$ cat src/rtl/pkt_tx_gen_pkg.sv
// Shared types, limits and helpers for the packet transmit generator.
package pkt_tx_gen_pkg;

  localparam int MAX_LEN = 16383;
  localparam int MIN_LEN = 8;
  localparam int LEN_W   = $clog2(MAX_LEN + 1);
  // Word index width: a frame of MAX_LEN bytes spans up to 2^(LEN_W-3) words.
  localparam int WIDX_W  = LEN_W - 3;

  typedef enum logic [1:0] {
    IDLE = 2'd0,
    SEND = 2'd1,
    IPG  = 2'd2,
    DONE = 2'd3
  } state_t;

  // Lane enables for the eop word; bit 7 is byte lane 0 (data[63:56]).
  // mod = 0 means the whole word is valid.
  function automatic logic [7:0] lane_mask(input logic [2:0] mod);
    logic [7:0] m;
    m = 8'hFF >> mod;
    return (mod == 3'd0) ? 8'hFF : ~m;
  endfunction

endpackage

$ cat src/rtl/pkt_tx_gen_if.sv
// MAC transmit packet interface bundle.
// Handshake: a word transfers on every clock edge where val=1; the sink
// cannot refuse a word already presented. full is back-pressure sampled by
// the source at each edge; the sink must keep at least one word of margin
// so the word loaded on the edge that sees full=1 is still accepted.
interface pkt_tx_gen_if;
  logic [63:0] data;
  logic        val;
  logic        sop;
  logic        eop;
  logic [2:0]  mod;
  logic        full;

  modport master (output data, val, sop, eop, mod, input full);
  modport slave  (input data, val, sop, eop, mod, output full);
endinterface

$ cat src/rtl/pkt_tx_gen_pattern.sv
// Combinational payload generator: byte b of frame p is (p + b) mod 256,
// with lanes beyond the frame length zeroed in the final word.
module pkt_tx_gen_pattern
  import pkt_tx_gen_pkg::*;
(
  input  logic [7:0]        pkt_idx,
  input  logic [WIDX_W-1:0] word_idx,
  input  logic [LEN_W-1:0]  len,
  output logic [63:0]       data
);

  logic [LEN_W-1:0]  len_m1;
  logic [WIDX_W-1:0] last_idx;
  logic [7:0]        lanes;

  assign len_m1   = len - LEN_W'(1);
  assign last_idx = len_m1[LEN_W-1:3];
  assign lanes    = (word_idx == last_idx) ? lane_mask(len[2:0]) : 8'hFF;

  // Lane i carries byte 8*w+i; only the low 5 bits of w matter mod 256.
  always_comb begin
    data = '0;
    for (int i = 0; i < 8; i++) begin
      if (lanes[7-i]) begin
        data[63-8*i -: 8] = pkt_idx + {word_idx[4:0], 3'(i)};
      end
    end
  end

endmodule

$ cat src/rtl/pkt_tx_gen.sv
// Packet source for the MAC transmit interface: emits cfg_num fixed-length
// frames (or runs until stop) with a deterministic byte pattern, honouring
// pkt_tx_full back-pressure and a programmable inter-packet gap.
module pkt_tx_gen
  import pkt_tx_gen_pkg::*;
(
  input  logic             clk_156m25,
  input  logic             reset_156m25_n,
  input  logic             start,
  input  logic             stop,
  input  logic [LEN_W-1:0] cfg_len,
  input  logic [15:0]      cfg_num,
  input  logic [7:0]       cfg_ipg,
  pkt_tx_gen_if.master     pkt_tx,
  output logic             busy,
  output logic             done,
  output logic [31:0]      pkt_count,
  output state_t           dbg_state
);

  localparam logic [LEN_W-1:0] MIN_LEN_V = LEN_W'(MIN_LEN);

  state_t            state;
  logic [LEN_W-1:0]  len_q;
  logic [15:0]       num_q;
  logic [7:0]        ipg_q;
  logic [7:0]        ipg_cnt;
  logic [WIDX_W-1:0] w_q;
  logic [LEN_W-1:0]  len_m1;
  logic [WIDX_W-1:0] last_w;
  logic              is_last;
  logic              run_end;
  logic [63:0]       word;

  assign len_m1    = len_q - LEN_W'(1);
  assign last_w    = len_m1[LEN_W-1:3];
  assign is_last   = (w_q == last_w);
  // Evaluated on the eop edge: pkt_count has not yet counted this frame.
  assign run_end   = stop || ((num_q != 16'd0) && ((pkt_count + 32'd1) == {16'd0, num_q}));
  assign dbg_state = state;

  // The current frame index is simply the number of frames already finished.
  pkt_tx_gen_pattern u_pattern (
    .pkt_idx  (pkt_count[7:0]),
    .word_idx (w_q),
    .len      (len_q),
    .data     (word)
  );

  // Run control FSM with all outputs registered.
  always_ff @(posedge clk_156m25 or negedge reset_156m25_n) begin
    if (!reset_156m25_n) begin
      state       <= IDLE;
      len_q       <= MIN_LEN_V;
      num_q       <= '0;
      ipg_q       <= '0;
      ipg_cnt     <= '0;
      w_q         <= '0;
      pkt_tx.data <= '0;
      pkt_tx.val  <= 1'b0;
      pkt_tx.sop  <= 1'b0;
      pkt_tx.eop  <= 1'b0;
      pkt_tx.mod  <= '0;
      busy        <= 1'b0;
      done        <= 1'b0;
      pkt_count   <= '0;
    end else begin
      done <= 1'b0;
      case (state)
        IDLE: begin
          pkt_tx.val <= 1'b0;
          pkt_tx.sop <= 1'b0;
          pkt_tx.eop <= 1'b0;
          pkt_tx.mod <= '0;
          // A start coinciding with the done pulse is deliberately dropped.
          if (start && !done) begin
            len_q     <= (cfg_len < MIN_LEN_V) ? MIN_LEN_V : cfg_len;
            num_q     <= cfg_num;
            ipg_q     <= cfg_ipg;
            pkt_count <= '0;
            w_q       <= '0;
            busy      <= 1'b1;
            state     <= SEND;
          end
        end
        SEND: begin
          if (pkt_tx.full) begin
            pkt_tx.val <= 1'b0;
            pkt_tx.sop <= 1'b0;
            pkt_tx.eop <= 1'b0;
            pkt_tx.mod <= '0;
          end else begin
            pkt_tx.data <= word;
            pkt_tx.val  <= 1'b1;
            pkt_tx.sop  <= (w_q == '0);
            pkt_tx.eop  <= is_last;
            pkt_tx.mod  <= is_last ? len_q[2:0] : 3'd0;
            if (is_last) begin
              pkt_count <= pkt_count + 32'd1;
              w_q       <= '0;
              if (run_end) begin
                state <= DONE;
              end else if (ipg_q != 8'd0) begin
                ipg_cnt <= ipg_q;
                state   <= IPG;
              end
            end else begin
              w_q <= w_q + WIDX_W'(1);
            end
          end
        end
        IPG: begin
          pkt_tx.val <= 1'b0;
          pkt_tx.sop <= 1'b0;
          pkt_tx.eop <= 1'b0;
          pkt_tx.mod <= '0;
          if (stop) begin
            state <= DONE;
          end else if (ipg_cnt == 8'd1) begin
            state <= SEND;
          end else begin
            ipg_cnt <= ipg_cnt - 8'd1;
          end
        end
        DONE: begin
          pkt_tx.val <= 1'b0;
          pkt_tx.sop <= 1'b0;
          pkt_tx.eop <= 1'b0;
          pkt_tx.mod <= '0;
          done       <= 1'b1;
          busy       <= 1'b0;
          state      <= IDLE;
        end
        default: state <= IDLE;
      endcase
    end
  end

endmodule

$ cat src/flat_wrapper.sv
// flat-port wrapper written by rule: the top's interface ports become plain ports
module pkt_tx_gen_flat import pkt_tx_gen_pkg::*;
  (clk_156m25, reset_156m25_n, start, stop, cfg_len, cfg_num, cfg_ipg, busy, done, pkt_count, dbg_state, pkt_tx_data, pkt_tx_val, pkt_tx_sop, pkt_tx_eop, pkt_tx_mod, pkt_tx_full);
  pkt_tx_gen_if pkt_tx_i ();
  input  logic clk_156m25;
  input  logic reset_156m25_n;
  input  logic start;
  input  logic stop;
  input  logic [LEN_W-1:0] cfg_len;
  input  logic [15:0] cfg_num;
  input  logic [7:0] cfg_ipg;
  output logic busy;
  output logic done;
  output logic [31:0] pkt_count;
  output state_t dbg_state;
  output wire logic [$bits(pkt_tx_i.data)-1:0] pkt_tx_data;
  output wire logic [$bits(pkt_tx_i.val)-1:0] pkt_tx_val;
  output wire logic [$bits(pkt_tx_i.sop)-1:0] pkt_tx_sop;
  output wire logic [$bits(pkt_tx_i.eop)-1:0] pkt_tx_eop;
  output wire logic [$bits(pkt_tx_i.mod)-1:0] pkt_tx_mod;
  input wire logic [$bits(pkt_tx_i.full)-1:0] pkt_tx_full;
  assign pkt_tx_data = pkt_tx_i.data;
  assign pkt_tx_val = pkt_tx_i.val;
  assign pkt_tx_sop = pkt_tx_i.sop;
  assign pkt_tx_eop = pkt_tx_i.eop;
  assign pkt_tx_mod = pkt_tx_i.mod;
  assign pkt_tx_i.full = pkt_tx_full;
  pkt_tx_gen u_core (.clk_156m25(clk_156m25), .reset_156m25_n(reset_156m25_n), .start(start), .stop(stop), .cfg_len(cfg_len), .cfg_num(cfg_num), .cfg_ipg(cfg_ipg), .pkt_tx(pkt_tx_i), .busy(busy), .done(done), .pkt_count(pkt_count), .dbg_state(dbg_state));
endmodule
$ cat config.mk
export PLATFORM = sky130hd
export DESIGN_NAME = pkt_tx_gen_flat
export DESIGN_NICKNAME = d
export VERILOG_FILES = /design/src/rtl/pkt_tx_gen_pkg.sv /design/src/rtl/pkt_tx_gen_if.sv /design/src/rtl/pkt_tx_gen_pattern.sv /design/src/rtl/pkt_tx_gen.sv /design/src/flat_wrapper.sv
export SDC_FILE = /design/constraint.sdc
export NUM_CORES = 1
export LEC_CHECK = 0
export ABC_AREA = 1
export BUFFER_PORTS_ARGS = -buffer_cell sky130_fd_sc_hd__buf_2
export CORE_MARGIN = 3
export CORE_UTILIZATION = 62
export DETAILED_ROUTE_END_ITERATION = 12
export GPL_ROUTABILITY_DRIVEN = 0
export PLACE_DENSITY = 0.91
export SYNTH_ARGS = -nofsm -noshare
export SYNTH_HDL_FRONTEND = slang
export SYNTH_HIERARCHICAL = 1
export SYNTH_SLANG_ARGS = --single-unit
$ cat constraint.sdc
create_clock -name clk_156m25 -period 4 [get_ports clk_156m25]
set_input_delay 0 -clock clk_156m25 [delete_from_list [all_inputs] [get_ports clk_156m25]]
set_output_delay 0 -clock clk_156m25 [all_outputs]
set_load 0.02 [all_outputs]
==> results.py <==
metrics = {
    "run_status": {
        "status": "finished, final reports clean",
    },
    "clocking": {
        "clk_latency_ps": 440,
        "post_cts_buffers": 0,
        "cts_tree": "built",
        "cts.repair.resized": 0,
        "cts_buffers": 17,
        "cts.reportedPaths.clkPinSlew_ps": 70,
        "clock-sinks": 163,
        "htree_levels": 4,
        "cts_root_buffer": "clkbuf_16",
        "cts_buffer_depth": 2,
    },
    "floorplan": {
        "io_pins": 149,
        "num_rows": 47,
        "die_w_um": 137.3,
        "die-height_um": 137.3,
        "dieArea_um2": 18840,
        "core-area_um2": 16700,
        "start_util_pct": 63.96,
    },
    "worst_hold_path": {
        "min-delay-path-class": "primary input to asynchronous set/reset pin",
    },
    "global_routing": {
        "antenna_found_initial": 0,
        "grt_max_degree": 102,
        "grt_pass1_vias": 10220,
        "overflow": 0,
        "grt_pass1_wl_um": 48990,
        "track_usage_pct": 32.52,
    },
    "critical_path": {
        "path_buf_inv": 3,
        "cpMaxStageDelayCell": "buf_4",
        "worstPathMaxFanout": 68,
        "critPathMaxStageDelay_ps": 580,
        "cp_cell_sequence": "nor4_4 -> buf_4 -> clkinv_1 -> nor2_1 -> a21oi_1 -> dlygate4sd3_1",
        "arrival_ps": 3270,
        "crit_type": "flip-flop to flip-flop",
        "cp-start-kind": "flip-flop",
        "crit_family": "buffers and inverters",
        "crit_path_end_kind": "flip-flop",
        "cp.required_ps": 4360,
    },
    "synth": {
        "netlist_top_cells_count": "nand2_1, inv_1, dfrtp_1",
        "synth_area_um2": 10680,
        "yosysTopAreaCellShare_pct": 37.95,
        "syn-num-nets": 1602,
        "synth_ff_type": "dfrtp_1",
        "synth_edf_count": 0,
        "synth_cell_type_count": 49,
        "yosys_register_bits": 163,
        "yosysSeqAreaShare_pct": 38.19,
        "syn_area_per_cell_um2": 6.950,
        "ys_warn_count": 6,
        "synth_top_area_cell": "dfrtp_1",
        "asyncSetResetFlopFracSynth_pct": 100.0,
        "synthCells": 1537,
        "yosysMostFrequentCell": "nand2_1",
        "synthTopCellsByArea": "dfrtp_1, nand2_1, inv_1",
    },
    "run": {
        "maxCapViolCount": 0,
    },
    "pwr": {
        "power.leakage_uw": 0.007030,
        "power-per-cell-area_nw_per_um2": 639.4,
        "vdd_drop_max_uv": 444.7,
    },
    "sta": {
        "slew_headroom_pct": 31.98,
        "tns_ps": 0,
        "finalCriticalPeriod_ps": 2909,
        "finalHoldViolCount": 0,
        "maxSlewViolCount": 0,
        "fmax_mhz": 343.8,
        "fin_crit_sh_pct": 72.72,
        "setup_viol": 0,
        "rsz0062_at_grt": "no",
        "tightestPinTransition_ps": 1019,
        "fin_skew_ps": 9.698,
    },
    "cells_and_area": {
        "antenna_cells": 0,
        "fillers": 1242,
        "drive_gt1_share_pct": 14.86,
        "fin_nets": 1775,
        "fin_util_pct": 75.21,
        "areaGrowthSynthToFinish_pct": 17.58,
    },
    "drt": {
        "vias_per_cell": 5.608,
        "avgRoutedWirePerCell_um": 15.63,
        "finalWirelength_um": 30360,
        "dr.pass1.iters": 8,
        "drt_iter0_drc": 1248,
        "antenna_left": 0,
        "drc": 0,
        "num_vias": 10900,
    },
    "place": {
        "portBuffers": 148,
        "dp_hpwl_um": 20200,
    },
}
-- repair_timing --
item | CTS | global route
hold buffers | 42 | 0
setup endpoints to repair | 0 | 0
hold endpoints to repair | 142 | 0
-- path summary, 6_finish.rpt --
kind	slack [ps]	from	endpoint	depth (start not counted)
min	230	reset_156m25_n	u_core/pkt_tx.data[50]$_DFFE_PN0P_	2
min in group clk_156m25	230	start	u_core/dbg_state[0]$_DFFE_PN0P_	8
max reg2reg	1090	u_core/dbg_state[1]$_DFFE_PN0P_	u_core/len_q[3]$_DFFE_PN1P_	6
min reg2reg	470	u_core/pkt_tx.data[1]$_DFFE_PN0P_	u_core/pkt_tx.data[1]$_DFFE_PN0P_	2
max	1090	u_core/dbg_state[1]$_DFFE_PN0P_	u_core/len_q[3]$_DFFE_PN1P_	6
max in group asynchronous	2730	reset_156m25_n	u_core/len_q[3]$_DFFE_PN1P_	3
-- worst reg2reg max path, stage by stage, from the launching register on --
cell and delay, ps:
dfrtp_1 490, nor4_4 400, buf_4 580, clkinv_1 530, nor2_1 190, a21oi_1 80, dlygate4sd3_1 560
-- power by group --
group / leakage, µW / switching, µW / total, µW / internal [µW]
clock: 0.000277 / 745 / 1620 / 878
combinational: 0.00461 / 2560 / 3760 / 1200
sequential: 0.00214 / 522 / 2650 / 2120
-- routing by layer --
metal  part of all wire [%]  up-vias  GRT usage (%)
li1                       -     5117              -
met5                      0        -              0
met4                    3.8        0          14.75
met3                    9.1      130          5.551
met2                     48      647          54.60
met1                     39     5002          41.23
-- registers in the layout, summed over array words and instances, names as in the netlist, 3 cells and up --
signal and flops:
u_core/pkt_tx.mod 3, u_core/len_q 14, u_core/ipg_q 8, u_core/w_q 11
u_core/pkt_count 32, u_core/pkt_tx.data 64, u_core/num_q 16, u_core/ipg_cnt 8
-- through the flow --
| step | worst slack (ps) | power [µW] | hold slack (ps) | cells | area [µm²] |
|---|---|---|---|---|---|
| finish | 1091 | 8031 | 225.6 | 1943 | 12560 |
| global route | 925.0 | 8592 | 297.0 | 1943 | 12560 |
| CTS | 1199 | 7942 | 199.1 | 1943 | 12560 |
| detailed placement | 1340 | 6256 | 163.0 | 1869 | 11570 |
| global placement | 1455 | 6111 | 169.1 | 1869 | 11570 |
| floorplan | 1693 | 5297 | -295.6 | 1537 | 10680 |
-- placed cells by master (no fill, tap or decap), types with 5 or more instances in the layout --
cell	instances
a21oi_1	24
and2_1	8
buf_2	147
buf_4	7
clkbuf_16	17
dfrtp_1	162
dlygate4sd3_1	42
ha_1	20
inv_1	192
inv_2	7
inv_6	6
nand2_1	613
nand2_2	10
nand2_4	6
nand3_1	96
nand3_2	5
nand3b_1	8
nand4_1	13
nor2_1	102
nor2_2	9
nor2_4	16
nor3_1	9
o21ai_0	66
o21ai_1	12
o31ai_1	18
xnor2_1	15
xor2_1	46
-- cells by family after synthesis --
logic type / after synthesis / share of synthesized area (%)
buf+inv: 244 / 8.983
flops: 163 / 38.19
xor+xnor: 61 / 5.001
compound gates: 132 / 6.922
simple gates: 915 / 38.18
fa+ha+maj: 22 / 2.717
-- final cells by class --
type / instances / area, µm² / area share (%)
clock buffers: 18 / 429.2 / 3.417
clock inverters: 14 / 142.6 / 1.136
inverters: 201 / 754.5 / 6.007
multi-input cells: 1130 / 5659 / 45.05
flip-flops and latches: 163 / 4080 / 32.48
well taps: 220 / 275.3 / 2.191
repair buffers: 197 / 1220 / 9.712
Note: power is estimated with default switching activity, not from simulation.
